<file path="src/rtl/fetch_pkg.sv">
// fetch_pkg: shared types and constants for the instruction fetch buffer.
//   fetch_state_e  - assembler FSM state (FETCH: reading bytes, HOLD: word
//                    assembled but queue full)
//   fetch_entry_t  - one queued instruction {word, pc}
//   PC_STEP        - byte distance between consecutive instructions
package fetch_pkg;

    typedef enum logic {
        FETCH = 1'b0,
        HOLD  = 1'b1
    } fetch_state_e;

    typedef struct packed {
        logic [31:0] word;
        logic [31:0] pc;
    } fetch_entry_t;

    localparam logic [31:0] PC_STEP = 32'd4;

endpackage

</file>
<file path="src/rtl/instr_fetch_buffer_if.sv">
// instr_fetch_buffer_if: bundles the instruction-memory port, the
// instruction valid/ready stream and the redirect request.
//   imem_addr/imem_data       byte-wide instruction memory (combinational read)
//   inst_valid/ready/word/pc  queued instruction handed to execute
//   redirect_valid/pc         flush and restart request
//   misalign                  sticky flag, only when FETCH_ALIGN_CHECK_EN is defined
// Modports: master = fetch buffer, slave = memory/execute/redirect side.
interface instr_fetch_buffer_if #(
    parameter int ADDR_W = 5
);
    logic [ADDR_W-1:0] imem_addr;
    logic [7:0]        imem_data;
    logic              inst_valid;
    logic              inst_ready;
    logic [31:0]       inst_word;
    logic [31:0]       inst_pc;
    logic              redirect_valid;
    logic [31:0]       redirect_pc;

`ifdef FETCH_ALIGN_CHECK_EN
    logic              misalign;

    modport master (
        output imem_addr, inst_valid, inst_word, inst_pc, misalign,
        input  imem_data, inst_ready, redirect_valid, redirect_pc
    );
    modport slave (
        input  imem_addr, inst_valid, inst_word, inst_pc, misalign,
        output imem_data, inst_ready, redirect_valid, redirect_pc
    );
`else
    modport master (
        output imem_addr, inst_valid, inst_word, inst_pc,
        input  imem_data, inst_ready, redirect_valid, redirect_pc
    );
    modport slave (
        input  imem_addr, inst_valid, inst_word, inst_pc,
        output imem_data, inst_ready, redirect_valid, redirect_pc
    );
`endif
endinterface

</file>
<file path="src/rtl/fetch_fifo.sv">
// fetch_fifo: circular queue of fetch_entry_t with a combinational head.
//   clk, rst_n   clock, asynchronous active-low reset
//   push, din    enqueue din (accepted when not full, or full with a pop)
//   pop, dout    dequeue head; dout is the current head entry
//   flush        empty the queue; wins over push and pop
//   count        number of stored entries (0..DEPTH)
//   full, empty  status
module fetch_fifo
    import fetch_pkg::*;
#(
    parameter int DEPTH = 4
) (
    input  logic                     clk,
    input  logic                     rst_n,
    input  logic                     push,
    input  logic                     pop,
    input  logic                     flush,
    input  fetch_entry_t             din,
    output fetch_entry_t             dout,
    output logic [$clog2(DEPTH):0]   count,
    output logic                     full,
    output logic                     empty
);
    localparam int PTR_W = $clog2(DEPTH);

    logic [PTR_W-1:0] rd_ptr_q, rd_ptr_d;
    logic [PTR_W-1:0] wr_ptr_q, wr_ptr_d;
    logic [PTR_W:0]   count_q, count_d;
    fetch_entry_t     mem_q [DEPTH];
    logic             do_push, do_pop;

    assign empty = (count_q == '0);
    assign full  = (count_q == (PTR_W+1)'(DEPTH));
    assign count = count_q;
    assign dout  = mem_q[rd_ptr_q];

    // A full queue still accepts a push when the head leaves in the same cycle.
    assign do_pop  = pop && !empty;
    assign do_push = push && (!full || do_pop);

    // NOTE: every always_comb output gets a default first so no path leaves it unassigned (no latch).
    always_comb begin
        rd_ptr_d = rd_ptr_q;
        wr_ptr_d = wr_ptr_q;
        count_d  = count_q;
        if (flush) begin
            rd_ptr_d = '0;
            wr_ptr_d = '0;
            count_d  = '0;
        end else begin
            // DEPTH is a power of two, so pointer overflow is the wrap.
            if (do_push) wr_ptr_d = wr_ptr_q + 1'b1;
            if (do_pop)  rd_ptr_d = rd_ptr_q + 1'b1;
            case ({do_push, do_pop})
                2'b10:   count_d = count_q + 1'b1;
                2'b01:   count_d = count_q - 1'b1;
                default: count_d = count_q;
            endcase
        end
    end

    // NOTE: sequential state uses non-blocking (<=) so all flops update from pre-edge values.
    always_ff @(posedge clk or negedge rst_n) begin
        if (!rst_n) begin
            rd_ptr_q <= '0;
            wr_ptr_q <= '0;
            count_q  <= '0;
        end else begin
            rd_ptr_q <= rd_ptr_d;
            wr_ptr_q <= wr_ptr_d;
            count_q  <= count_d;
        end
    end

    // NOTE: storage is deliberately not reset; count gates visibility, so stale data is never seen.
    always_ff @(posedge clk) begin
        if (do_push && !flush) mem_q[wr_ptr_q] <= din;
    end
endmodule

</file>
<file path="src/rtl/instr_fetch_buffer.sv">
// instr_fetch_buffer: byte-serial instruction fetch front end.
// Reads one instruction byte per cycle, assembles four bytes big-endian into
// a 32-bit word and queues {word, pc} in fetch_fifo for the execute stage.
// A redirect flushes the queue and restarts fetch at the aligned new PC.
//   clk, rst_n  clock, asynchronous active-low reset
//   bus         instr_fetch_buffer_if.master (memory, instruction stream, redirect)
// Optional: FETCH_ALIGN_CHECK_EN - unaligned redirects are ignored and set the
// sticky misalign flag instead of being silently aligned.
module instr_fetch_buffer
    import fetch_pkg::*;
#(
    parameter int          DEPTH    = 4,
    parameter int          ADDR_W   = 5,
    parameter logic [31:0] RESET_PC = 32'h0
) (
    input  logic                 clk,
    input  logic                 rst_n,
    instr_fetch_buffer_if.master bus
);
    localparam int CNT_W = $clog2(DEPTH) + 1;

    fetch_state_e state_q, state_d;
    logic [31:0]  fetch_pc_q, fetch_pc_d;
    logic [1:0]   byte_cnt_q, byte_cnt_d;
    logic [23:0]  asm_q, asm_d;
    logic [31:0]  hold_q, hold_d;

    logic             redirect_take;
    logic             pop, push, flush, room;
    logic [31:0]      push_word, new_word;
    fetch_entry_t     head;
    logic [CNT_W-1:0] fifo_count;
    logic             fifo_full, fifo_empty;

`ifdef FETCH_ALIGN_CHECK_EN
    logic misalign_q, misalign_d, misalign_hit;

    assign misalign_hit  = bus.redirect_valid && (bus.redirect_pc[1:0] != 2'b00);
    assign redirect_take = bus.redirect_valid && !misalign_hit;
    assign misalign_d    = misalign_q || misalign_hit;
    assign bus.misalign  = misalign_q;

    always_ff @(posedge clk or negedge rst_n) begin
        if (!rst_n) misalign_q <= 1'b0;
        else        misalign_q <= misalign_d;
    end
`else
    assign redirect_take = bus.redirect_valid;
`endif

    // HOLD parks the address on the held word's PC; no bytes are read there.
    assign bus.imem_addr = (state_q == HOLD) ? fetch_pc_q[ADDR_W-1:0]
                                             : fetch_pc_q[ADDR_W-1:0] + ADDR_W'(byte_cnt_q);

    assign bus.inst_valid = !fifo_empty;
    assign bus.inst_word  = fifo_empty ? 32'h0 : head.word;
    assign bus.inst_pc    = fifo_empty ? 32'h0 : head.pc;

    // A redirect drops the same-cycle pop as well as the push.
    assign pop      = bus.inst_valid && bus.inst_ready && !redirect_take;
    assign room     = !fifo_full || pop;
    assign new_word = {asm_q, bus.imem_data};

    always_comb begin
        state_d    = state_q;
        fetch_pc_d = fetch_pc_q;
        byte_cnt_d = byte_cnt_q;
        asm_d      = asm_q;
        hold_d     = hold_q;
        push       = 1'b0;
        push_word  = hold_q;
        flush      = 1'b0;

        case (state_q)
            FETCH: begin
                asm_d      = {asm_q[15:0], bus.imem_data};
                byte_cnt_d = byte_cnt_q + 2'd1;  // wraps to 0 after byte 3
                if (byte_cnt_q == 2'd3) begin
                    if (room) begin
                        push       = 1'b1;
                        push_word  = new_word;
                        fetch_pc_d = fetch_pc_q + PC_STEP;
                    end else begin
                        hold_d  = new_word;
                        state_d = HOLD;
                    end
                end
            end
            HOLD: begin
                if (room) begin
                    push       = 1'b1;
                    push_word  = hold_q;
                    fetch_pc_d = fetch_pc_q + PC_STEP;
                    state_d    = FETCH;
                end
            end
            default: state_d = FETCH;
        endcase

        if (redirect_take) begin
            flush      = 1'b1;
            push       = 1'b0;
            state_d    = FETCH;
            byte_cnt_d = 2'd0;
            fetch_pc_d = bus.redirect_pc & ~32'h3;
        end
    end

    always_ff @(posedge clk or negedge rst_n) begin
        if (!rst_n) begin
            state_q    <= FETCH;
            fetch_pc_q <= RESET_PC;
            byte_cnt_q <= 2'd0;
            asm_q      <= '0;
            hold_q     <= '0;
        end else begin
            state_q    <= state_d;
            fetch_pc_q <= fetch_pc_d;
            byte_cnt_q <= byte_cnt_d;
            asm_q      <= asm_d;
            hold_q     <= hold_d;
        end
    end

    fetch_fifo #(.DEPTH(DEPTH)) u_fifo (
        .clk   (clk),
        .rst_n (rst_n),
        .push  (push),
        .pop   (pop),
        .flush (flush),
        .din   ('{word: push_word, pc: fetch_pc_q}),
        .dout  (head),
        .count (fifo_count),
        .full  (fifo_full),
        .empty (fifo_empty)
    );

    // Status flags must agree with the occupancy count.
    assert property (@(posedge clk) disable iff (!rst_n)
        (fifo_empty == (fifo_count == '0)) && (fifo_full == (fifo_count == CNT_W'(DEPTH))));
endmodule

</file>
<file path="src/flat_wrapper.sv">
// flat-port wrapper written by rule: the top's interface ports become plain ports
module instr_fetch_buffer_flat import fetch_pkg::*;
#(
    parameter int          DEPTH    = 4,
    parameter int          ADDR_W   = 5,
    parameter logic [31:0] RESET_PC = 32'h0
)
  (clk, rst_n, bus_imem_addr, bus_inst_valid, bus_inst_word, bus_inst_pc, bus_imem_data, bus_inst_ready, bus_redirect_valid, bus_redirect_pc);
  instr_fetch_buffer_if #(.ADDR_W(ADDR_W)) bus_i ();
  input  logic clk;
  input  logic rst_n;
  output wire logic [$bits(bus_i.imem_addr)-1:0] bus_imem_addr;
  output wire logic [$bits(bus_i.inst_valid)-1:0] bus_inst_valid;
  output wire logic [$bits(bus_i.inst_word)-1:0] bus_inst_word;
  output wire logic [$bits(bus_i.inst_pc)-1:0] bus_inst_pc;
  input wire logic [$bits(bus_i.imem_data)-1:0] bus_imem_data;
  input wire logic [$bits(bus_i.inst_ready)-1:0] bus_inst_ready;
  input wire logic [$bits(bus_i.redirect_valid)-1:0] bus_redirect_valid;
  input wire logic [$bits(bus_i.redirect_pc)-1:0] bus_redirect_pc;
  assign bus_imem_addr = bus_i.imem_addr;
  assign bus_inst_valid = bus_i.inst_valid;
  assign bus_inst_word = bus_i.inst_word;
  assign bus_inst_pc = bus_i.inst_pc;
  assign bus_i.imem_data = bus_imem_data;
  assign bus_i.inst_ready = bus_inst_ready;
  assign bus_i.redirect_valid = bus_redirect_valid;
  assign bus_i.redirect_pc = bus_redirect_pc;
  instr_fetch_buffer #(.DEPTH(DEPTH), .ADDR_W(ADDR_W), .RESET_PC(RESET_PC)) u_core (.clk(clk), .rst_n(rst_n), .bus(bus_i));
endmodule
</file>
<file path="config.mk">
export PLATFORM = sky130hd
export DESIGN_NAME = instr_fetch_buffer_flat
export DESIGN_NICKNAME = d
export VERILOG_FILES = /design/src/rtl/fetch_pkg.sv /design/src/rtl/instr_fetch_buffer_if.sv /design/src/rtl/fetch_fifo.sv /design/src/rtl/instr_fetch_buffer.sv /design/src/flat_wrapper.sv
export SDC_FILE = /design/constraint.sdc
export NUM_CORES = 1
export LEC_CHECK = 0
export BUFFER_PORTS_ARGS = -buffer_cell sky130_fd_sc_hd__buf_2
export CAP_MARGIN = 20
export CORE_MARGIN = 2
export CORE_UTILIZATION = 35
export CTS_CLUSTER_SIZE = 25
export DETAILED_ROUTE_END_ITERATION = 8
export PLACE_DENSITY = 0.48
export SYNTH_ARGS = -nofsm -noshare
export SYNTH_HDL_FRONTEND = slang
export SYNTH_SLANG_ARGS = --single-unit
</file>
<file path="constraint.sdc">
create_clock -name clk -period 5.4 [get_ports clk]
set_clock_uncertainty 0.15 [all_clocks]
set_input_delay 1.35 -clock clk [delete_from_list [all_inputs] [get_ports clk]]
set_output_delay 1.35 -clock clk [all_outputs]
set_load 0.02 [all_outputs]
</file>
==> results of run 1 <==
cells in the mapped netlist, types with 3 or more instances:
library cell	number
sky130_fd_sc_hd__edfxtp_1	248
sky130_fd_sc_hd__dfrtp_1	96
sky130_fd_sc_hd__and2_1	67
sky130_fd_sc_hd__mux4_2	62
sky130_fd_sc_hd__mux2_2	57
sky130_fd_sc_hd__nand2_1	44
sky130_fd_sc_hd__mux2_4	30
sky130_fd_sc_hd__xnor2_1	29
sky130_fd_sc_hd__o21ai_0	28
sky130_fd_sc_hd__clkbuf_1	24
sky130_fd_sc_hd__buf_2	13
sky130_fd_sc_hd__nor3_1	13
sky130_fd_sc_hd__nor2_1	12
sky130_fd_sc_hd__nand3_1	9
sky130_fd_sc_hd__nor4_1	8
sky130_fd_sc_hd__ha_1	7
sky130_fd_sc_hd__inv_1	7
sky130_fd_sc_hd__and4_1	5
sky130_fd_sc_hd__buf_4	5
sky130_fd_sc_hd__xor2_1	5
sky130_fd_sc_hd__and3_1	3
sky130_fd_sc_hd__buf_6	3
sky130_fd_sc_hd__mux2i_1	3
sky130_fd_sc_hd__nand4_1	3
sky130_fd_sc_hd__nor2b_1	3
sky130_fd_sc_hd__o21ai_1	3
power by group:
part           total (mW)  internal (mW)  switching, mW
clock network        2.75           1.71           1.04
logic               0.240          0.104          0.136
registers            2.95           2.88         0.0650
how the worst max path moves through the flow:
stage | end | slack, ps | cells after the start
after global routing | bus_inst_word[31] | 990 | 4
after floorplan | u_core.u_fifo.mem_q[0][10] | 1070 | 6
after CTS | bus_inst_word[31] | 1080 | 4
after global placement | u_core.u_fifo.mem_q[2][3] | 1610 | 5
final | bus_inst_word[31] | 1190 | 4
after detailed placement | u_core.u_fifo.mem_q[2][3] | 1630 | 5
routing by layer:
metal	GRT usage [%]	wire length, um
met3	2.96	1240
met5	0	11
met2	25.8	15700
met4	4.69	699
met1	20.6	14000
through the flow:
step	std cells	hold slack [ps]	setup WS, ps	power (mW)
2_1_floorplan	812	324	1070	3.14
3_3_place_gp	1424	335	1610	3.25
3_5_place_dp	1424	337	1630	3.25
4_1_cts	1495	353	1080	6.02
5_1_grt	1495	369	988	6.17
6_report	1495	352	1190	5.94
worst reg2reg max path, cell delays in order, from the launching register on:
cell                      delay (ps)
sky130_fd_sc_hd__dfrtp_1         430
sky130_fd_sc_hd__or3_2           650
sky130_fd_sc_hd__buf_4           370
sky130_fd_sc_hd__nand2_1         180
sky130_fd_sc_hd__nor2_1           70
sky130_fd_sc_hd__ha_1            280
sky130_fd_sc_hd__fa_1            380
sky130_fd_sc_hd__xnor2_1         150
sky130_fd_sc_hd__or3_1           300
sky130_fd_sc_hd__a21oi_1         140
cell families (layout without fill, tap and decap cells):
group | after synthesis | in the layout | share of synthesized area [%]
compound gates | 37 | 37 | 1.39
xor+xnor | 34 | 34 | 2.08
fa+ha+maj | 8 | 8 | 0.752
buf+inv | 55 | 206 | 1.87
flops | 344 | 344 | 68.9
mux | 153 | 153 | 17.7
other cells | 1 | 2 | 0.0262
simple gates | 179 | 179 | 7.31
layout by cell type (no fill, tap or decap), types with 12 or more instances in the layout:
cell type,n
sky130_fd_sc_hd__mux2_2,57
sky130_fd_sc_hd__buf_2,108
sky130_fd_sc_hd__nand2_1,44
sky130_fd_sc_hd__and2_1,63
sky130_fd_sc_hd__buf_4,15
sky130_fd_sc_hd__nor3_1,13
sky130_fd_sc_hd__edfxtp_1,248
sky130_fd_sc_hd__clkbuf_16,41
sky130_fd_sc_hd__mux4_2,62
sky130_fd_sc_hd__xnor2_1,29
sky130_fd_sc_hd__dfrtp_1,94
sky130_fd_sc_hd__o21ai_0,28
sky130_fd_sc_hd__nor2_1,12
sky130_fd_sc_hd__mux2_4,30
state kept, by name (all words and copies together), names as in the netlist:
signal,count
u_core.asm_q,24
u_core.hold_q,32
u_core.u_fifo.mem_q,248
u_core.u_fifo.rd_ptr_q,2
u_core.u_fifo.count,3
u_core.byte_cnt_q,2
u_core.u_fifo.wr_ptr_q,2
u_core.fetch_pc_q,30
u_core.state_q,1
cell type report:
type / instances / area [um2]
Multi-Input combinational cell: 413 / 4200
Fill cell: 3697 / 23700
Sequential cell: 344 / 9850
Inverter: 7 / 26.3
Clock buffer: 53 / 1100
Timing Repair Buffer: 128 / 753
Tap cell: 532 / 666
Clock inverter: 18 / 238
==> impl_results.md, run 1 <==
* Area overhead of the layout relative to synthesis at 17.7%
* Root buffer cell: sky130_fd_sc_hd__clkbuf_16
* Number of maximum-capacitance constraint violations at 0
* Number of enable-type register cells in the synthesized netlist at 248
* Worst stage delay on the critical path at 930 ps
* Crit path max fanout at 33
* Timing-limited maximum frequency at 237 MHz
* Buffers plus inverters on the worst setup path at 2
* Vias/cell at 4.89
* Final Max Tran Viols at 0
* Peak supply drop at 251 uV
* Antenna diode instance count at 0
* Die width at 206 um
* Final-stage net count at 985
* Synth Instances at 811
* Startpoint of the tightest hold check path: u_core.hold_q[23]
* Top cells by area, synth: sky130_fd_sc_hd__edfxtp_1, sky130_fd_sc_hd__dfrtp_1, sky130_fd_sc_hd__mux4_2
* Post-route DRC violation count at 0
* Register-to-register setup slack at 2210 ps
* Worst rel slew slack at 47.5%
* Core region area at 40600 um2
* Gr ovfl total at 0
* Count of distinct cell types in the synthesized netlist at 46
* Clock buffers created by TritonCTS at 39
* Number of hold violations in the final report at 0
* Sum of negative setup slack at 0 ps
* Fraction of synthesis flops using an asynchronous set or reset pin at 27.9%
* Cell family with most CP delay: flip-flops
* Data arrival time of the critical path at 2710 ps
* Worst setup path startpoint: u_core.u_fifo.rd_ptr_q[0]
* CTS H-tree lvls at 2
* DRT antenna net count at 0
* Resized cells post-CTS at 0
* Setup repair after global routing missed its margin: no
* Synthesis Warnings at 0
* Min Tclk post-route at 4210 ps
* Cells on worst reg2reg path at 9
* Total detailed-routing wirelength at 31.7 mm
* Area share of the largest cell type after synthesis at 52.1%
* Port Buf Inserts at 109
* Pin count of the biggest net entering global routing at 73
* Count of final setup violators at 0
* Number of cells on the worst hold path at 1
* Number of buffers inserted to repair setup after CTS at 0
* Cts-stage hold buffer count at 0
* Power per unit of standard cell area at 353 nW/um2
* Non-Filler Cell Area, Final at 16800 um2
* Cell chain of the critical path: buf_12, mux4_2, and2_1, buf_2
* Initial antenna violation count at 1
* Reg2Reg Launch Point: u_core.u_fifo.count[0]
* Violation count after the first detailed-routing iteration at 359
* Area leader, netlist: sky130_fd_sc_hd__edfxtp_1
* Clock-pin slew on the worst setup and hold paths at 60 ps
* Kind of end point of the critical path: output port
* Insertion delay to the later sink of the worst-skew pair at 530 ps
* Share of cells above drive strength 1 at 36.2%
* Slew at the pin with the worst max-slew slack at 787 ps
* Starting density of the core at 35.3%
* Final core utilization at 41.5%
* Cell Area, Synth at 14300 um2
* Post-synthesis register bit count at 344
* End of the worst hold path: u_core.hold_q[23]
* Post-DR wirelength/cell at 21.2 um
* Total cell area at the placement stage at 15500 um2
* Via count at 7305
* DP Wirelength at 18.7 mm
* Type of the most critical hold path: reg2reg
* Top-Level Pins at 114
* DIE AREA at 42500 um2
* Floorplan row count at 74
* TritonCTS Sinks at 344
* Maximum buffer depth of the clock tree at 3
* Critical Path Start Type: register
* GRT Total Usage at 15.5%
* Number of global-route vias before repair at 7881
* TritonCTS clock tree: yes
* Fraction of the yosys area taken by sequential cells at 68.9%
* Tcrit/Tclk final at 78.0%
* Number of optimization iterations in the first detailed-route pass at 4
* Status: finished, final reports clean
* Avg Inst Size Synth at 17.6 um2
* Height of the chip at 206 um
* End of the worst register-to-register path: u_core.u_fifo.count[2]
* Global-route wire length before repair at 48.9 mm
* Main synth FF type: sky130_fd_sc_hd__edfxtp_1
* Routability congestion estimate from global placement at 0.670
* Leakage at 6.44 nW
* CP Data Required Time at 3900 ps
* Slowest cell on crit path: sky130_fd_sc_hd__dfrtp_4
* Crit path kind: reg2out
No activity file was read; power rests on OpenSTA's default activity.
==> inputs of run 2 (changes only) <==
PLACE_DENSITY = 0.5   (was 0.48)
clock period = 3.8 ns   (was 5.4 ns; I/O delays follow)
==> run 2 against run 1 <==
Effect of this change: sequential cell count is the same; register-to-register slack lost 1300 ps; die area is the same; global-route usage fell by 0.37 points; critical path type unchanged.
==> impl_results.md, run 2 (synthesis results as in run 1) <==
* Cells on worst reg2reg path at 8
* CTS H-tree lvls at 2
* Status: finished, final reports clean
* Type of the most critical hold path: in2async
* Starting density of the core at 35.3%
* Pin count of the biggest net entering global routing at 71
* CP Data Required Time at 2700 ps
* Number of hold violations in the final report at 0
* TritonCTS Sinks at 344
* Maximum buffer depth of the clock tree at 3
* Sum of negative setup slack at 0 ps
* Data arrival time of the critical path at 2420 ps
* DP Wirelength at 18.4 mm
* Routability congestion estimate from global placement at 0.684
* Min Tclk post-route at 3520 ps
* Via count at 7302
* Routed length on met3 at 1.43 mm
* Die width at 206 um
* Share of total power in combinational logic at 4.2%
* Layout Cells excl Fill at 1495
* Top Registers: u_core.u_fifo.mem_q: 248 flops, u_core.hold_q: 32 flops, u_core.fetch_pc_q: 30 flops
* Power per unit of standard cell area at 495 nW/um2
* Clock buffers created by TritonCTS at 38
* Antenna diode instance count at 0
* Resized cells post-CTS at 0
* Sw frac at 21.0%
* Crit path kind: reg2out
* Slew at the pin with the worst max-slew slack at 675 ps
* Timing-limited maximum frequency at 284 MHz
* Most frequent cells in the layout: sky130_fd_sc_hd__edfxtp_1, sky130_fd_sc_hd__buf_2, sky130_fd_sc_hd__dfrtp_1
* Floorplan row count at 74
* Number of buffers inserted to repair setup after CTS at 0
* Total detailed-routing wirelength at 31.0 mm
* Critical Path Start Type: register
* Biggest register: u_core.u_fifo.mem_q
* Cts-stage hold buffer count at 0
* Share of cells above drive strength 1 at 36.7%
* Height of the chip at 206 um
* Number of cells in the design after placement at 1425
* Worst rel slew slack at 55.0%
* Setup repair after global routing missed its margin: no
* GRT Total Usage at 15.1%
* Internal cell power at 6.61 mW
* Port Buf Inserts at 109
* Root buffer cell: sky130_fd_sc_hd__clkbuf_16
* Global-route wire length before repair at 47.8 mm
* Kind of end point of the critical path: output port
* Sequential share of power at 50.1%
* Post-DR wirelength/cell at 20.7 um
* Met1 Wirelength at 13.5 mm
* Number of maximum-capacitance constraint violations at 0
* Largest register FFs at 248
* Clock share of power at 45.7%
* Top-Level Pins at 114
* Initial antenna violation count at 2
* Tcrit/Tclk final at 92.6%
* Final Max Tran Viols at 0
* Final-stage net count at 985
* Gr ovfl total at 0
* Crit path max fanout at 26
* Core region area at 40600 um2
* Clock-pin slew on the worst setup and hold paths at 60 ps
* Worst Setup Slack, final at 280 ps
* Peak supply drop at 393 uV
* TritonCTS clock tree: yes
* DRT antenna net count at 0
* Violation count after the first detailed-routing iteration at 295
* DIE AREA at 42500 um2
* Area overhead of the layout relative to synthesis at 18.0%
* Power spent charging and discharging nets at 1.75 mW
* Count of final setup violators at 0
* Count of filler cells inserted in the layout at 3714
* Number of global-route vias before repair at 7755
* Insertion delay to the later sink of the worst-skew pair at 540 ps
* Most common cell after layout, fill and taps aside: sky130_fd_sc_hd__edfxtp_1
* DR WL met2 at 15.5 mm
* Pre-CTS WS at 463 ps
* Number of optimization iterations in the first detailed-route pass at 4
* Highest routed metal layer: met5
* Post-route DRC violation count at 0
* Minimum hold slack at 179 ps
* Leakage at 6.45 nW
* Vias/cell at 4.88
-- run 2: cell type report --
class | count | area (um2) | share of cell area [%]
inverters | 7 | 26.3 | 0.156
flip-flops and latches | 344 | 9850 | 58.4
clock buffers | 54 | 1090 | 6.47
clock inverters | 16 | 225 | 1.33
well taps | 532 | 666 | 3.94
repair buffers | 129 | 811 | 4.80
multi-input cells | 413 | 4200 | 24.9
-- run 2: power by group through the flow --
stage                     logic, mW  clock network, mW  registers, mW
after floorplan               0.231                  0           4.23
after global placement        0.360                  0           4.26
after detailed placement      0.363                  0           4.27
after CTS                     0.365               3.92           4.19
after global routing          0.395               4.07           4.20
final                         0.351               3.82           4.19
-- run 2: stage by stage --
| stage | power [mW] | instance area (um2) | util, % |
|---|---|---|---|
| after floorplan | 4.46 | 14300 | - |
| after global placement | 4.62 | 15600 | 38.4 |
| after detailed placement | 4.63 | 15600 | 38.4 |
| after CTS | 8.48 | 16900 | 41.6 |
| after global routing | 8.66 | 16900 | 41.6 |
| final | 8.36 | 16900 | 41.6 |
-- run 2: final timing paths --
kind | from | endpoint | slack [ps]
worst max-delay path | u_core.u_fifo.rd_ptr_q[0] | bus_inst_word[23] | 280
worst min-delay path | rst_n | u_core.asm_q[4] | 180
worst max register to register | u_core.u_fifo.count[0] | u_core.u_fifo.count[2] | 920
worst min register to register | u_core.hold_q[31] | u_core.hold_q[31] | 350
max in group asynchronous | rst_n | u_core.u_fifo.rd_ptr_q[0] | 2520
min in group clk | u_core.hold_q[31] | u_core.hold_q[31] | 350
-- run 2: per-layer routing --
layer / GRT usage (%) / vias up
met3: 3.03 / 40
met5: 0 / -
met2: 25.5 / 141
li1: - / 3326
met4: 4.01 / 4
met1: 19.9 / 3791
-- run 2: worst max-delay path: stages, from the launching register on --
cell and delay, ps:
sky130_fd_sc_hd__dfrtp_4 650, sky130_fd_sc_hd__buf_12 310, sky130_fd_sc_hd__mux4_2 590, sky130_fd_sc_hd__and2_1 180, sky130_fd_sc_hd__buf_2 150
